## src/rtl/mem_arb_pkg.sv

```systemverilog
// Shared types for the I/D miss-port arbiter: FSM states, requester sides and
// the helper that sizes the word index from the line length.
package mem_arb_pkg;

  typedef enum logic [1:0] {
    IDLE  = 2'd0,
    ISSUE = 2'd1,
    WAIT  = 2'd2
  } statetype;

  typedef enum logic {
    SIDE_I = 1'b0,
    SIDE_D = 1'b1
  } side_t;

  localparam int DEFAULT_BSIZE = 4;
  localparam int WORDBITS      = $clog2(DEFAULT_BSIZE);

  function automatic int word_bits(input int bsize);
    return $clog2(bsize);
  endfunction

endpackage

```

## src/rtl/mem_arbiter_if.sv

```systemverilog
// Bundle of the two cache miss ports and the shared memory port.
// Handshakes: IReq/DReq are held until the matching Done pulse and dropped on
// the edge that samples it; MemRE/MemWE pulse for one cycle per word and the
// memory answers with a one-cycle MemValid while MemA/MemWD stay stable.
interface mem_arbiter_if #(
  parameter int BSIZE = 4
) ();

  logic                       IReq;
  logic [31:0]                IAddr;
  logic                       DReq;
  logic                       DWE;
  logic [31:0]                DAddr;
  logic [31:0]                DWD;
  logic [31:0]                RData;
  logic [$clog2(BSIZE)-1:0]   WordIdx;
  logic                       IWordValid;
  logic                       DWordValid;
  logic                       IDone;
  logic                       DDone;
  logic                       Busy;
  logic                       MemRE;
  logic                       MemWE;
  logic [31:0]                MemA;
  logic [31:0]                MemWD;
  logic [31:0]                MemRD;
  logic                       MemValid;

  modport master (
    input  IReq, IAddr, DReq, DWE, DAddr, DWD, MemRD, MemValid,
    output RData, WordIdx, IWordValid, DWordValid, IDone, DDone, Busy,
           MemRE, MemWE, MemA, MemWD
  );

  modport slave (
    output IReq, IAddr, DReq, DWE, DAddr, DWD, MemRD, MemValid,
    input  RData, WordIdx, IWordValid, DWordValid, IDone, DDone, Busy,
           MemRE, MemWE, MemA, MemWD
  );

endinterface

```

## src/rtl/mem_arbiter_rr_arb2.sv

```systemverilog
// Two-input round-robin grant between the I and D sides; remembers whether D
// won the previous grant so simultaneous requests alternate.
module rr_arb2
  import mem_arb_pkg::*;
(
  input  logic  clk,
  input  logic  reset,
  input  logic  req_i_i,
  input  logic  req_d_i,
  input  logic  en_i,
  output logic  gnt_o,
  output side_t gnt_side_o
);

  logic last_d_q, last_d_d;

  always_comb begin
    gnt_o = req_i_i | req_d_i;
    if (req_i_i && req_d_i) begin
      gnt_side_o = last_d_q ? SIDE_I : SIDE_D;
    end else begin
      gnt_side_o = req_d_i ? SIDE_D : SIDE_I;
    end
    last_d_d = last_d_q;
    if (en_i && gnt_o) begin
      last_d_d = (gnt_side_o == SIDE_D);
    end
  end

  always_ff @(posedge clk) begin
    if (reset) begin
      last_d_q <= 1'b0;
    end else begin
      last_d_q <= last_d_d;
    end
  end

endmodule

```

## src/rtl/mem_arbiter.sv

```systemverilog
// Grants the shared memory port to the I or D miss port and sequences each
// word as its own memory transaction: BSIZE-word line fills or one-word writes.
module mem_arbiter
  import mem_arb_pkg::*;
#(
  parameter int BSIZE = DEFAULT_BSIZE
) (
  input  logic          clk,
  input  logic          reset,
  mem_arbiter_if.master bus,
  output statetype      state_o
);

  localparam int WB = word_bits(BSIZE);
  localparam logic [WB-1:0] LAST_IDX = WB'(BSIZE - 1);

  statetype      state_q, state_d;
  side_t         side_q, side_d;
  logic [31:0]   base_q, base_d;
  logic          is_write_q, is_write_d;
  logic [31:0]   wdata_q, wdata_d;
  logic [WB-1:0] word_cnt_q, word_cnt_d;
  logic          mem_re_q, mem_re_d;
  logic          mem_we_q, mem_we_d;
  logic [31:0]   mem_a_q, mem_a_d;
  logic [31:0]   mem_wd_q, mem_wd_d;
  logic          busy_q, busy_d;

  logic  gnt;
  side_t gnt_side;
  logic  valid_in_wait;

  rr_arb2 u_rr_arb2 (
    .clk        (clk),
    .reset      (reset),
    .req_i_i    (bus.IReq),
    .req_d_i    (bus.DReq),
    .en_i       (state_q == IDLE),
    .gnt_o      (gnt),
    .gnt_side_o (gnt_side)
  );

  assign valid_in_wait = (state_q == WAIT) && bus.MemValid;

  always_ff @(posedge clk) begin
    if (reset) begin
      state_q <= IDLE;
    end else begin
      state_q <= state_d;
    end
  end

  // Next state plus the next values of the registered memory-side outputs,
  // which are derived from where the FSM is heading.
  always_comb begin
    state_d    = state_q;
    side_d     = side_q;
    base_d     = base_q;
    is_write_d = is_write_q;
    wdata_d    = wdata_q;
    word_cnt_d = word_cnt_q;
    unique case (state_q)
      IDLE: begin
        if (gnt) begin
          state_d    = ISSUE;
          side_d     = gnt_side;
          base_d     = (gnt_side == SIDE_D) ? bus.DAddr : bus.IAddr;
          is_write_d = (gnt_side == SIDE_D) && bus.DWE;
          wdata_d    = bus.DWD;
          word_cnt_d = '0;
        end
      end
      ISSUE: state_d = WAIT;
      WAIT: begin
        if (bus.MemValid) begin
          if (is_write_q || (word_cnt_q == LAST_IDX)) begin
            state_d = IDLE;
          end else begin
            state_d    = ISSUE;
            word_cnt_d = word_cnt_q + 1'b1;
          end
        end
      end
      default: state_d = IDLE;
    endcase

    mem_re_d = (state_d == ISSUE) && !is_write_d;
    mem_we_d = (state_d == ISSUE) && is_write_d;
    mem_a_d  = mem_a_q;
    mem_wd_d = mem_wd_q;
    busy_d   = (state_d != IDLE);
    if (state_d == ISSUE) begin
      if (is_write_d) begin
        mem_a_d  = base_d;
        mem_wd_d = wdata_d;
      end else begin
        mem_a_d = {base_d[31:WB+2], word_cnt_d, 2'b00};
      end
    end
  end

  always_ff @(posedge clk) begin
    if (reset) begin
      side_q     <= SIDE_I;
      base_q     <= '0;
      is_write_q <= 1'b0;
      wdata_q    <= '0;
      word_cnt_q <= '0;
      mem_re_q   <= 1'b0;
      mem_we_q   <= 1'b0;
      mem_a_q    <= '0;
      mem_wd_q   <= '0;
      busy_q     <= 1'b0;
    end else begin
      side_q     <= side_d;
      base_q     <= base_d;
      is_write_q <= is_write_d;
      wdata_q    <= wdata_d;
      word_cnt_q <= word_cnt_d;
      mem_re_q   <= mem_re_d;
      mem_we_q   <= mem_we_d;
      mem_a_q    <= mem_a_d;
      mem_wd_q   <= mem_wd_d;
      busy_q     <= busy_d;
    end
  end

  // Read data, word strobes and Done are combinational so they line up with
  // the MemValid cycle itself.
  always_comb begin
    bus.RData      = '0;
    bus.WordIdx    = '0;
    bus.IWordValid = 1'b0;
    bus.DWordValid = 1'b0;
    bus.IDone      = 1'b0;
    bus.DDone      = 1'b0;
    if (valid_in_wait && !is_write_q) begin
      bus.RData      = bus.MemRD;
      bus.WordIdx    = word_cnt_q;
      bus.IWordValid = (side_q == SIDE_I);
      bus.DWordValid = (side_q == SIDE_D);
    end
    if (valid_in_wait && (is_write_q || (word_cnt_q == LAST_IDX))) begin
      bus.IDone = (side_q == SIDE_I);
      bus.DDone = (side_q == SIDE_D);
    end
  end

  assign bus.MemRE = mem_re_q;
  assign bus.MemWE = mem_we_q;
  assign bus.MemA  = mem_a_q;
  assign bus.MemWD = mem_wd_q;
  assign bus.Busy  = busy_q;
  assign state_o   = state_q;

endmodule

```

## src/flat_wrapper.sv

```systemverilog
// flat-port wrapper written by rule: the top's interface ports become plain ports
module mem_arbiter_flat import mem_arb_pkg::*;
#(
  parameter int BSIZE = DEFAULT_BSIZE
)
  (clk, reset, state_o, bus_IReq, bus_IAddr, bus_DReq, bus_DWE, bus_DAddr, bus_DWD, bus_MemRD, bus_MemValid, bus_RData, bus_WordIdx, bus_IWordValid, bus_DWordValid, bus_IDone, bus_DDone, bus_Busy, bus_MemRE, bus_MemWE, bus_MemA, bus_MemWD);
  mem_arbiter_if #(.BSIZE(BSIZE)) bus_i ();
  input  logic clk;
  input  logic reset;
  output statetype state_o;
  input wire logic [$bits(bus_i.IReq)-1:0] bus_IReq;
  input wire logic [$bits(bus_i.IAddr)-1:0] bus_IAddr;
  input wire logic [$bits(bus_i.DReq)-1:0] bus_DReq;
  input wire logic [$bits(bus_i.DWE)-1:0] bus_DWE;
  input wire logic [$bits(bus_i.DAddr)-1:0] bus_DAddr;
  input wire logic [$bits(bus_i.DWD)-1:0] bus_DWD;
  input wire logic [$bits(bus_i.MemRD)-1:0] bus_MemRD;
  input wire logic [$bits(bus_i.MemValid)-1:0] bus_MemValid;
  output wire logic [$bits(bus_i.RData)-1:0] bus_RData;
  output wire logic [$bits(bus_i.WordIdx)-1:0] bus_WordIdx;
  output wire logic [$bits(bus_i.IWordValid)-1:0] bus_IWordValid;
  output wire logic [$bits(bus_i.DWordValid)-1:0] bus_DWordValid;
  output wire logic [$bits(bus_i.IDone)-1:0] bus_IDone;
  output wire logic [$bits(bus_i.DDone)-1:0] bus_DDone;
  output wire logic [$bits(bus_i.Busy)-1:0] bus_Busy;
  output wire logic [$bits(bus_i.MemRE)-1:0] bus_MemRE;
  output wire logic [$bits(bus_i.MemWE)-1:0] bus_MemWE;
  output wire logic [$bits(bus_i.MemA)-1:0] bus_MemA;
  output wire logic [$bits(bus_i.MemWD)-1:0] bus_MemWD;
  assign bus_i.IReq = bus_IReq;
  assign bus_i.IAddr = bus_IAddr;
  assign bus_i.DReq = bus_DReq;
  assign bus_i.DWE = bus_DWE;
  assign bus_i.DAddr = bus_DAddr;
  assign bus_i.DWD = bus_DWD;
  assign bus_i.MemRD = bus_MemRD;
  assign bus_i.MemValid = bus_MemValid;
  assign bus_RData = bus_i.RData;
  assign bus_WordIdx = bus_i.WordIdx;
  assign bus_IWordValid = bus_i.IWordValid;
  assign bus_DWordValid = bus_i.DWordValid;
  assign bus_IDone = bus_i.IDone;
  assign bus_DDone = bus_i.DDone;
  assign bus_Busy = bus_i.Busy;
  assign bus_MemRE = bus_i.MemRE;
  assign bus_MemWE = bus_i.MemWE;
  assign bus_MemA = bus_i.MemA;
  assign bus_MemWD = bus_i.MemWD;
  mem_arbiter #(.BSIZE(BSIZE)) u_core (.clk(clk), .reset(reset), .bus(bus_i), .state_o(state_o));
endmodule
```

## config.mk

```make
export PLATFORM = sky130hd
export DESIGN_NAME = mem_arbiter_flat
export DESIGN_NICKNAME = d
export VERILOG_FILES = /design/src/rtl/mem_arb_pkg.sv /design/src/rtl/mem_arbiter_if.sv /design/src/rtl/mem_arbiter_rr_arb2.sv /design/src/rtl/mem_arbiter.sv /design/src/flat_wrapper.sv
export SDC_FILE = /design/constraint.sdc
export NUM_CORES = 1
export LEC_CHECK = 0
export ABC_AREA = 0
export ABC_CLOCK_PERIOD_IN_PS = 2800
export CORE_ASPECT_RATIO = 2
export CORE_MARGIN = 5
export CORE_UTILIZATION = 35
export DETAILED_ROUTE_END_ITERATION = 12
export GPL_TIMING_DRIVEN = 0
export PLACE_DENSITY = 0.69
export SLEW_MARGIN = 30
export SYNTH_ARGS = -nofsm -noshare
export SYNTH_HDL_FRONTEND = slang
export SYNTH_SLANG_ARGS = --single-unit
```

## constraint.sdc

```tcl
create_clock -name clk -period 2.8 [get_ports clk]
set_input_delay 0.7 -clock clk [delete_from_list [all_inputs] [get_ports clk]]
set_output_delay 0.7 -clock clk [all_outputs]
set_load 0.1 [all_outputs]
```

Word level (Yosys, flattened, before mapping)
Index checks and enable logic that the tools add are counted.
{"block": "word_totals", "latchBits": 0, "rom_bits": 0, "regBits": 138, "output_inout_bits": 107, "mem_count": 0, "input_bits": 134, "ram_bits": 0}
{"block": "classes", "order_cmp": 0, "div": 0, "n_shift": 0, "addsub": 1, "multipliers": 0, "bitwise": 2, "n_eq_ne": 4, "reduce_logical": 15, "mux": 25}
{"cell": "32-bit 2-to-1 mux", "count": 6}
{"cell": "2-bit 2-to-1 mux", "count": 6}
{"cell": "1-bit 2-to-1 mux", "count": 10}
{"cell": "1-bit logical AND", "count": 8}
{"cell": "2-bit case mux with 3 select lines", "count": 1}
{"cell": "2-bit by 1-bit equality test with 1-bit output, second input constant", "count": 2}
{"cell": "2-bit equality test, second input constant", "count": 2}
{"cell": "4-bit 2-to-1 mux", "count": 1}
{"cell": "2-bit case mux with 2 select lines", "count": 1}
{"cell": "2-bit AND reduction", "count": 2}
{"cell": "2-bit by 1-bit adder with 2-bit output, second input constant", "count": 1}
{"cell": "1-bit logical NOT", "count": 2}
{"cell": "2-bit logical NOT", "count": 1}
{"cell": "2-bit nonzero test", "count": 1}
{"cell": "1-bit logical OR", "count": 1}
{"cell": "1-bit inverter", "count": 1}
{"cell": "1-bit bitwise OR", "count": 1}

Longest topological paths before layout
Gate-level depths: netlist of run 1.
{"block": "depth", "ltp_word": 7, "depth_mapped": 7, "ltp_nobuf": 5}

Modules after synthesis
A second synthesis of run 1 with hierarchy kept.
{"block": "hier_totals", "hier_cells": 450, "hier_area_um2": 4341.7}
{"module": "mem_arbiter", "cells_each": 444, "seq_area_each_um2": 2062.0, "n_inst": 1, "area_each_um2": 4281.6}
{"module": "rr_arb2", "cells_each": 6, "seq_area_each_um2": 20.0, "n_inst": 1, "area_each_um2": 60.1}

Worst setup path before layout of run 1
Ideal clock, no wire load.
{"block": "synth_path", "path_kind": "flip-flop to output port", "from": "register u_core.state_q[1] (netlist: u_core.state_o[1])", "to": "output port bus_DDone", "t_required_ns": 2.100, "arrival_ns": 3.634, "stages_incl_launch_ff": 4, "setup_slack_ns": -1.534, "path_cell_list": "dfxtp_1 -> and2b_1 -> nand2_1 -> nor3b_1"}
{"block": "synth_between", "elab_chain_len": 4}
{"item": "start: declaration", "line": "mem_arbiter.sv:17", "rtl": "statetype state_q, state_d;"}
{"item": "start signal: assignment", "line": "mem_arbiter.sv:49", "rtl": "state_q <= state_d;"}
{"item": "2-bit equality test", "line": "mem_arbiter.sv:43", "rtl": "assign valid_in_wait = (state_q == WAIT) && bus.MemValid;"}
{"item": "1-bit logical AND", "line": "mem_arbiter.sv:43"}
{"item": "1-bit logical AND", "line": "mem_arbiter.sv:143", "rtl": "if (valid_in_wait && (is_write_q || (word_cnt_q == LAST_IDX))) begin"}
{"item": "1-bit 2-to-1 mux", "line": "mem_arbiter.sv:143"}
{"item": "end: declaration", "line": "flat_wrapper.sv:24", "rtl": "output wire logic [$bits(bus_i.DDone)-1:0] bus_DDone;"}
No other way between the ends.

Worst setup path in the final report of run 1
{"block": "layout_path", "from": "register u_core.state_q[1] (netlist: u_core.state_o[1])", "to": "output port state_o[1]"}
{"item": "end: declaration", "line": "flat_wrapper.sv:10", "rtl": "output statetype state_o;"}
No word-level cell between the ends.

==> flow_summary.toml, run 1 <==
[global_route]
grt-ovfl-total = 0
grt_first_pass_wirelength_mm = 30.4
antenna_found_initial = 0
grt_max_degree = 17
grt_usage_pct = 21.3
grt_pass1_vias = 5654

[timing]
maxSlewViolCount = 0
finClkSkew_ns = 0.00792
tightestPinTransition_ns = 1.04
slew_headroom_pct = 30.7
hold_viol = 0
layout_min_cycle_time_ns = 2.73
post-route-worst-setup-slack_ns = 0.0697
rsz0062_at_grt = "false"
fmax_mhz = 366
finalSetupViolCount = 0
final.period_utilization_pct = 97.5

[place]
numPortBuffers = 240
placed_area_um2 = 8130
dp_hpwl_mm = 15.3
dp_slack_ns = -1.43
place.gp.congestion = 0.823

[pwr]
swShare_pct = 36.7
combPwrFrac_pct = 33.7
irDropWorstVdd_mv = 0.451
p_per_area_nw_per_um2 = 756
p_clk_share_pct = 33.5
p_sw_uw = 2490
internal-power_uw = 4300
p_leak_uw = 0.00358
power_uw = 6790
power_frac_seq_pct = 32.7

[setup_path]
r2r_start = "u_core.word_cnt_q[0]"
cp_cell_sequence = "clkdlybuf4s50_1"
arrival_ns = 2.03
slowest_delay_ns = 1.19
cp.required_ns = 2.10
crit_fanout = 7
worstSetupPathType = "reg2out"
crit_slowest_cell = "clkdlybuf4s50_1"
setup.worst_path.start = "u_core.state_o[1]"
path_buf_inv = 1
cp-end-kind = "output pin"
startpoint_type = "register"
critPathTopFamily = "buffers and inverters"

[synthesis]
synth_top_flop_cell = "dfxtp_1"
syn_avg_cell_area_um2 = 9.46
yosys_warnings = 0
synth_fp_nets = 706
async_flop_share_pct = 0
syn_inst = 571
netlist_area_um2 = 5400
synth.distinct_cells = 37
yosysSeqAreaShare_pct = 49.3
synth_seq_cells = 133
synth_edf_count = 0

[routing]
drtAntennaViolNets = 0
routedWlPerCell_um = 18.9
drtIter0Drc = 127
drcViolationCount = 0
vias = 5208
first_pass_iters = 4
wl_mm = 19.7
viasPerCell = 4.99

[clock_tree]
cts_tree = "yes"
cts_buffer_depth = 2
clk_latency_ns = 0.41
holdBufCountCts = 0
clk_pin_slew_ns = 0.06
postCtsSetupRepairBufs = 0
cts_made_buffers = 17
cts_sinks = 133
root_buffer = "clkbuf_16"
htree_num_levels = 4

[floorplanning]
die_width_um = 97.8
coreArea_um2 = 15200
die_h_um = 186
ioPinCount = 241
num_rows = 64
initial_core_util_pct = 35.5
dieArea_um2 = 18200

[cells_and_area]
fin_util_pct = 59.0
nets = 967
diodes = 0
finalInstanceArea_um2 = 8980
drive_above_1_share_pct = 18.1
final_cell_mix = "clkdlybuf4s50_1 (199), dfxtp_1 (131), nor2_1 (69)"
area_delta_synth_final_pct = 66.3
layout.cells.most_common = "clkdlybuf4s50_1"

[run]
max-cap-violations = 0

[worst_hold_path]
min_from = "u_core.bus.MemA[31]"
min_path_type = "reg2reg"

[status]
outcome = "completed"
-- logic make-up after synthesis --
group           after synthesis  share of synthesized area (%)
buf+inv                      50                           4.93
flops                       133                           49.3
fa+ha+maj                     1                          0.232
simple gates                221                           19.4
mux                          34                           6.33
compound gates              132                           19.8
-- sequential cells by signal (all words and copies together) (netlist names) --
name and count:
u_core.u_rr_arb2.last_d_q 1, u_core.base_q 28, u_core.bus.MemWD 32, u_core.wdata_q 32, u_core.bus.MemWE 1, u_core.bus.Busy 1
u_core.word_cnt_q 2, u_core.bus.MemA 32, u_core.bus.MemRE 1, u_core.is_write_q 1, u_core.state_o 2
-- cell type report --
type                       instances  area, um^2
clock inverter                    12         153
sequential                       133        2670
fill                            1337        6230
multi-input combinational        389        2570
timing repair buffer             241        2600
clock buffer                      20         457
buffer                            49         287
inverter                           1        3.75
tap                              198         248
-- cells in the mapped netlist (2+ instances only) --
cell        n  area share [%]
a211oi_1   33             4.6
nand3_1     4            0.37
a311oi_1    2            0.32
nor2_1     70             4.9
nor3b_1     2            0.28
nand2_1    68             4.7
dfxtp_1   133              49
a31oi_4    10             3.9
buf_2      12             1.1
buf_1       5            0.35
a22o_1     30             4.9
buf_6       6             1.3
nor3_1      3            0.28
a21oi_1    30             2.8
and2_1     66             7.6
clkbuf_1   23             1.6
buf_4       2            0.28
a31oi_1    20             2.3
o21ai_0     2            0.19
mux2i_1    33             6.1
-- layer usage --
metal | share of wire, % | vias to the layer above | track usage, %
met4 | 3.1 | 0 | 9.21
met3 | 5.3 | 39 | 5.06
met1 | 34 | 2490 | 20.8
met5 | 0 | - | 0
met2 | 57 | 181 | 41.7
li1 | - | 2498 | -
-- per-stage QoR --
step	hold WS, ns	TNS [ns]	std cells
2_1_floorplan	0.456	-0.546	571
3_3_place_gp	0.463	-44.74	1009
3_5_place_dp	0.459	-46.69	1009
4_1_cts	0.481	0	1043
5_1_grt	0.493	0	1043
6_report	0.475	0	1043
-- power by group through the flow --
stage	Sequential [uW]	Clock [uW]	Combinational (uW)
6_report	2220	2280	2290
5_1_grt	2250	2390	2410
3_3_place_gp	2250	0	2240
4_1_cts	2220	2310	2310
3_5_place_dp	2260	0	2270
2_1_floorplan	3090	0	775
-- worst paths after layout --
path	endpoint	slack, ns	cells past startpoint
max	state_o[1]	0.07	1
min reg2reg	u_core.bus.MemA[31]	0.48	1
min	u_core.bus.MemA[31]	0.48	1
max reg2reg	u_core.bus.MemA[22]	0.82	7
-- timing repair --
action                     in CTS  in global routing
pin swaps                       2                  0
hold endpoints to repair        0                  0
setup endpoints to repair      38                 23
gates cloned                    2                  0
resized for setup             293                 12
Note: power is estimated with default switching activity, not from simulation.
==> inputs of run 2 (changes only) <==
Settings changed: MAX_ROUTING_LAYER set to met4.
==> flow_summary.toml, run 2 (synthesis gave the netlist of run 1 again) <==
[timing]
fmax_mhz = 367
layout_min_cycle_time_ns = 2.73
final.period_utilization_pct = 97.4
hold_viol = 0
slew_headroom_pct = 30.8
maxSlewViolCount = 0
tightestPinTransition_ns = 1.03
timing.hold.ws_ns = 0.475
finClkSkew_ns = 0.0140
post-route-worst-setup-slack_ns = 0.0730
rsz0062_at_grt = "false"
finalSetupViolCount = 0

[place]
dp_slack_ns = -1.43
numPortBuffers = 240
placed_area_um2 = 8130
dp_hpwl_mm = 15.3
place.gp.congestion = 0.835

[setup_path]
crit_slowest_cell = "clkdlybuf4s50_1"
critPathTopFamily = "buffers and inverters"
path_buf_inv = 1
cp.required_ns = 2.10
startpoint_type = "register"
cp-end-kind = "output pin"
cp_cell_sequence = "clkdlybuf4s50_1"
arrival_ns = 2.03
worstSetupPathType = "reg2out"
crit_fanout = 7
slowest_delay_ns = 1.20

[cells_and_area]
nets = 967
layout.cells.most_common = "clkdlybuf4s50_1"
final_cell_mix = "clkdlybuf4s50_1 (199), dfxtp_1 (131), nor2_1 (69)"
area_delta_synth_final_pct = 66.7
diodes = 0
finalInstanceArea_um2 = 9000
drive_above_1_share_pct = 18.1
seqCellArea_um2 = 2670
fillers = 1332
multiInputGateArea_um2 = 2570

[pwr]
irDropWorstVdd_mv = 0.449
power_uw = 6790
p_leak_uw = 0.00358
p_per_area_nw_per_um2 = 754

[clock_tree]
cts_tree = "yes"
clk_latency_ns = 0.41
root_buffer = "clkbuf_16"
holdBufCountCts = 0
cts_made_buffers = 17
clk_pin_slew_ns = 0.06
cts_sinks = 133
cts_buffer_depth = 2
htree_num_levels = 4

[floorplanning]
die_width_um = 97.8
initial_core_util_pct = 35.5
coreArea_um2 = 15200
ioPinCount = 241
num_rows = 64
dieArea_um2 = 18200
die_h_um = 186

[routing]
drtIter0Drc = 146
routedWlPerCell_um = 18.9
vias = 5223
viasPerCell = 5.01
wl_mm = 19.7
drcViolationCount = 0
drtAntennaViolNets = 0
first_pass_iters = 4

[status]
outcome = "completed"

[worst_hold_path]
min_path_type = "reg2reg"

[global_route]
grt_max_degree = 17
grt_usage_pct = 21.9
grt_pass1_vias = 5666
grt_first_pass_wirelength_mm = 30.3
grt-ovfl-total = 0
antenna_found_initial = 0

[run]
max-cap-violations = 0
[run 2: cell counts in the layout (fill, tap and decap cells not counted)]
No cell type changed its count.
[run 2: per-stage QoR]
| step | util, % | std cells | TNS (ns) |
|---|---|---|---|
| finish | 59.2 | 1043 | 0 |
| CTS | 58.8 | 1043 | 0 |
| detailed placement | 53.4 | 1009 | -46.69 |
| global route | 59.2 | 1043 | 0 |
| floorplan | - | 571 | -0.546 |
| global placement | 53.4 | 1009 | -44.74 |
[run 2: report_power, final]
group,internal [uW],total [uW],switching [uW],leakage [uW]
Combinational,739,2290,1560,0.00220
Clock,1450,2270,825,0.000288
Sequential,2120,2220,104,0.00110
[run 2: metal layers]
| layer | vias to the layer above | global-route usage (%) | part of all wire [%] |
|---|---|---|---|
| met5 | - | - | 0 |
| met4 | 0 | 9.21 | 3.1 |
| met3 | 42 | 4.61 | 5.1 |
| met2 | 208 | 41.8 | 57 |
| met1 | 2475 | 21.0 | 34 |
| li1 | 2498 | - | - |
[run 2: worst paths after layout]
path | slack, ns | cells past startpoint | endpoint | from
max | 0.07 | 1 | state_o[1] | u_core.state_o[1]
min | 0.48 | 1 | u_core.bus.MemA[31] | u_core.bus.MemA[31]
max reg2reg | 0.83 | 7 | u_core.bus.MemA[6] | u_core.word_cnt_q[0]
min reg2reg | 0.48 | 1 | u_core.bus.MemA[31] | u_core.bus.MemA[31]
[run 2: final cells by class]
cell class / instances / share of cell area (%)
Buffer: 49 / 3.18
Clock buffer: 20 / 5.07
Clock inverter: 12 / 1.70
Inverter: 1 / 0.0417
Multi-Input combinational cell: 389 / 28.6
Sequential cell: 133 / 29.6
Tap cell: 198 / 2.75
Timing Repair Buffer: 241 / 29.1
[run 2: what timing repair did]
item | CTS | global route
pin swaps | 2 | 0
setup buffers | 0 | 0
resized for setup | 293 | 16
gates cloned | 2 | 0
setup endpoints to repair | 38 | 23
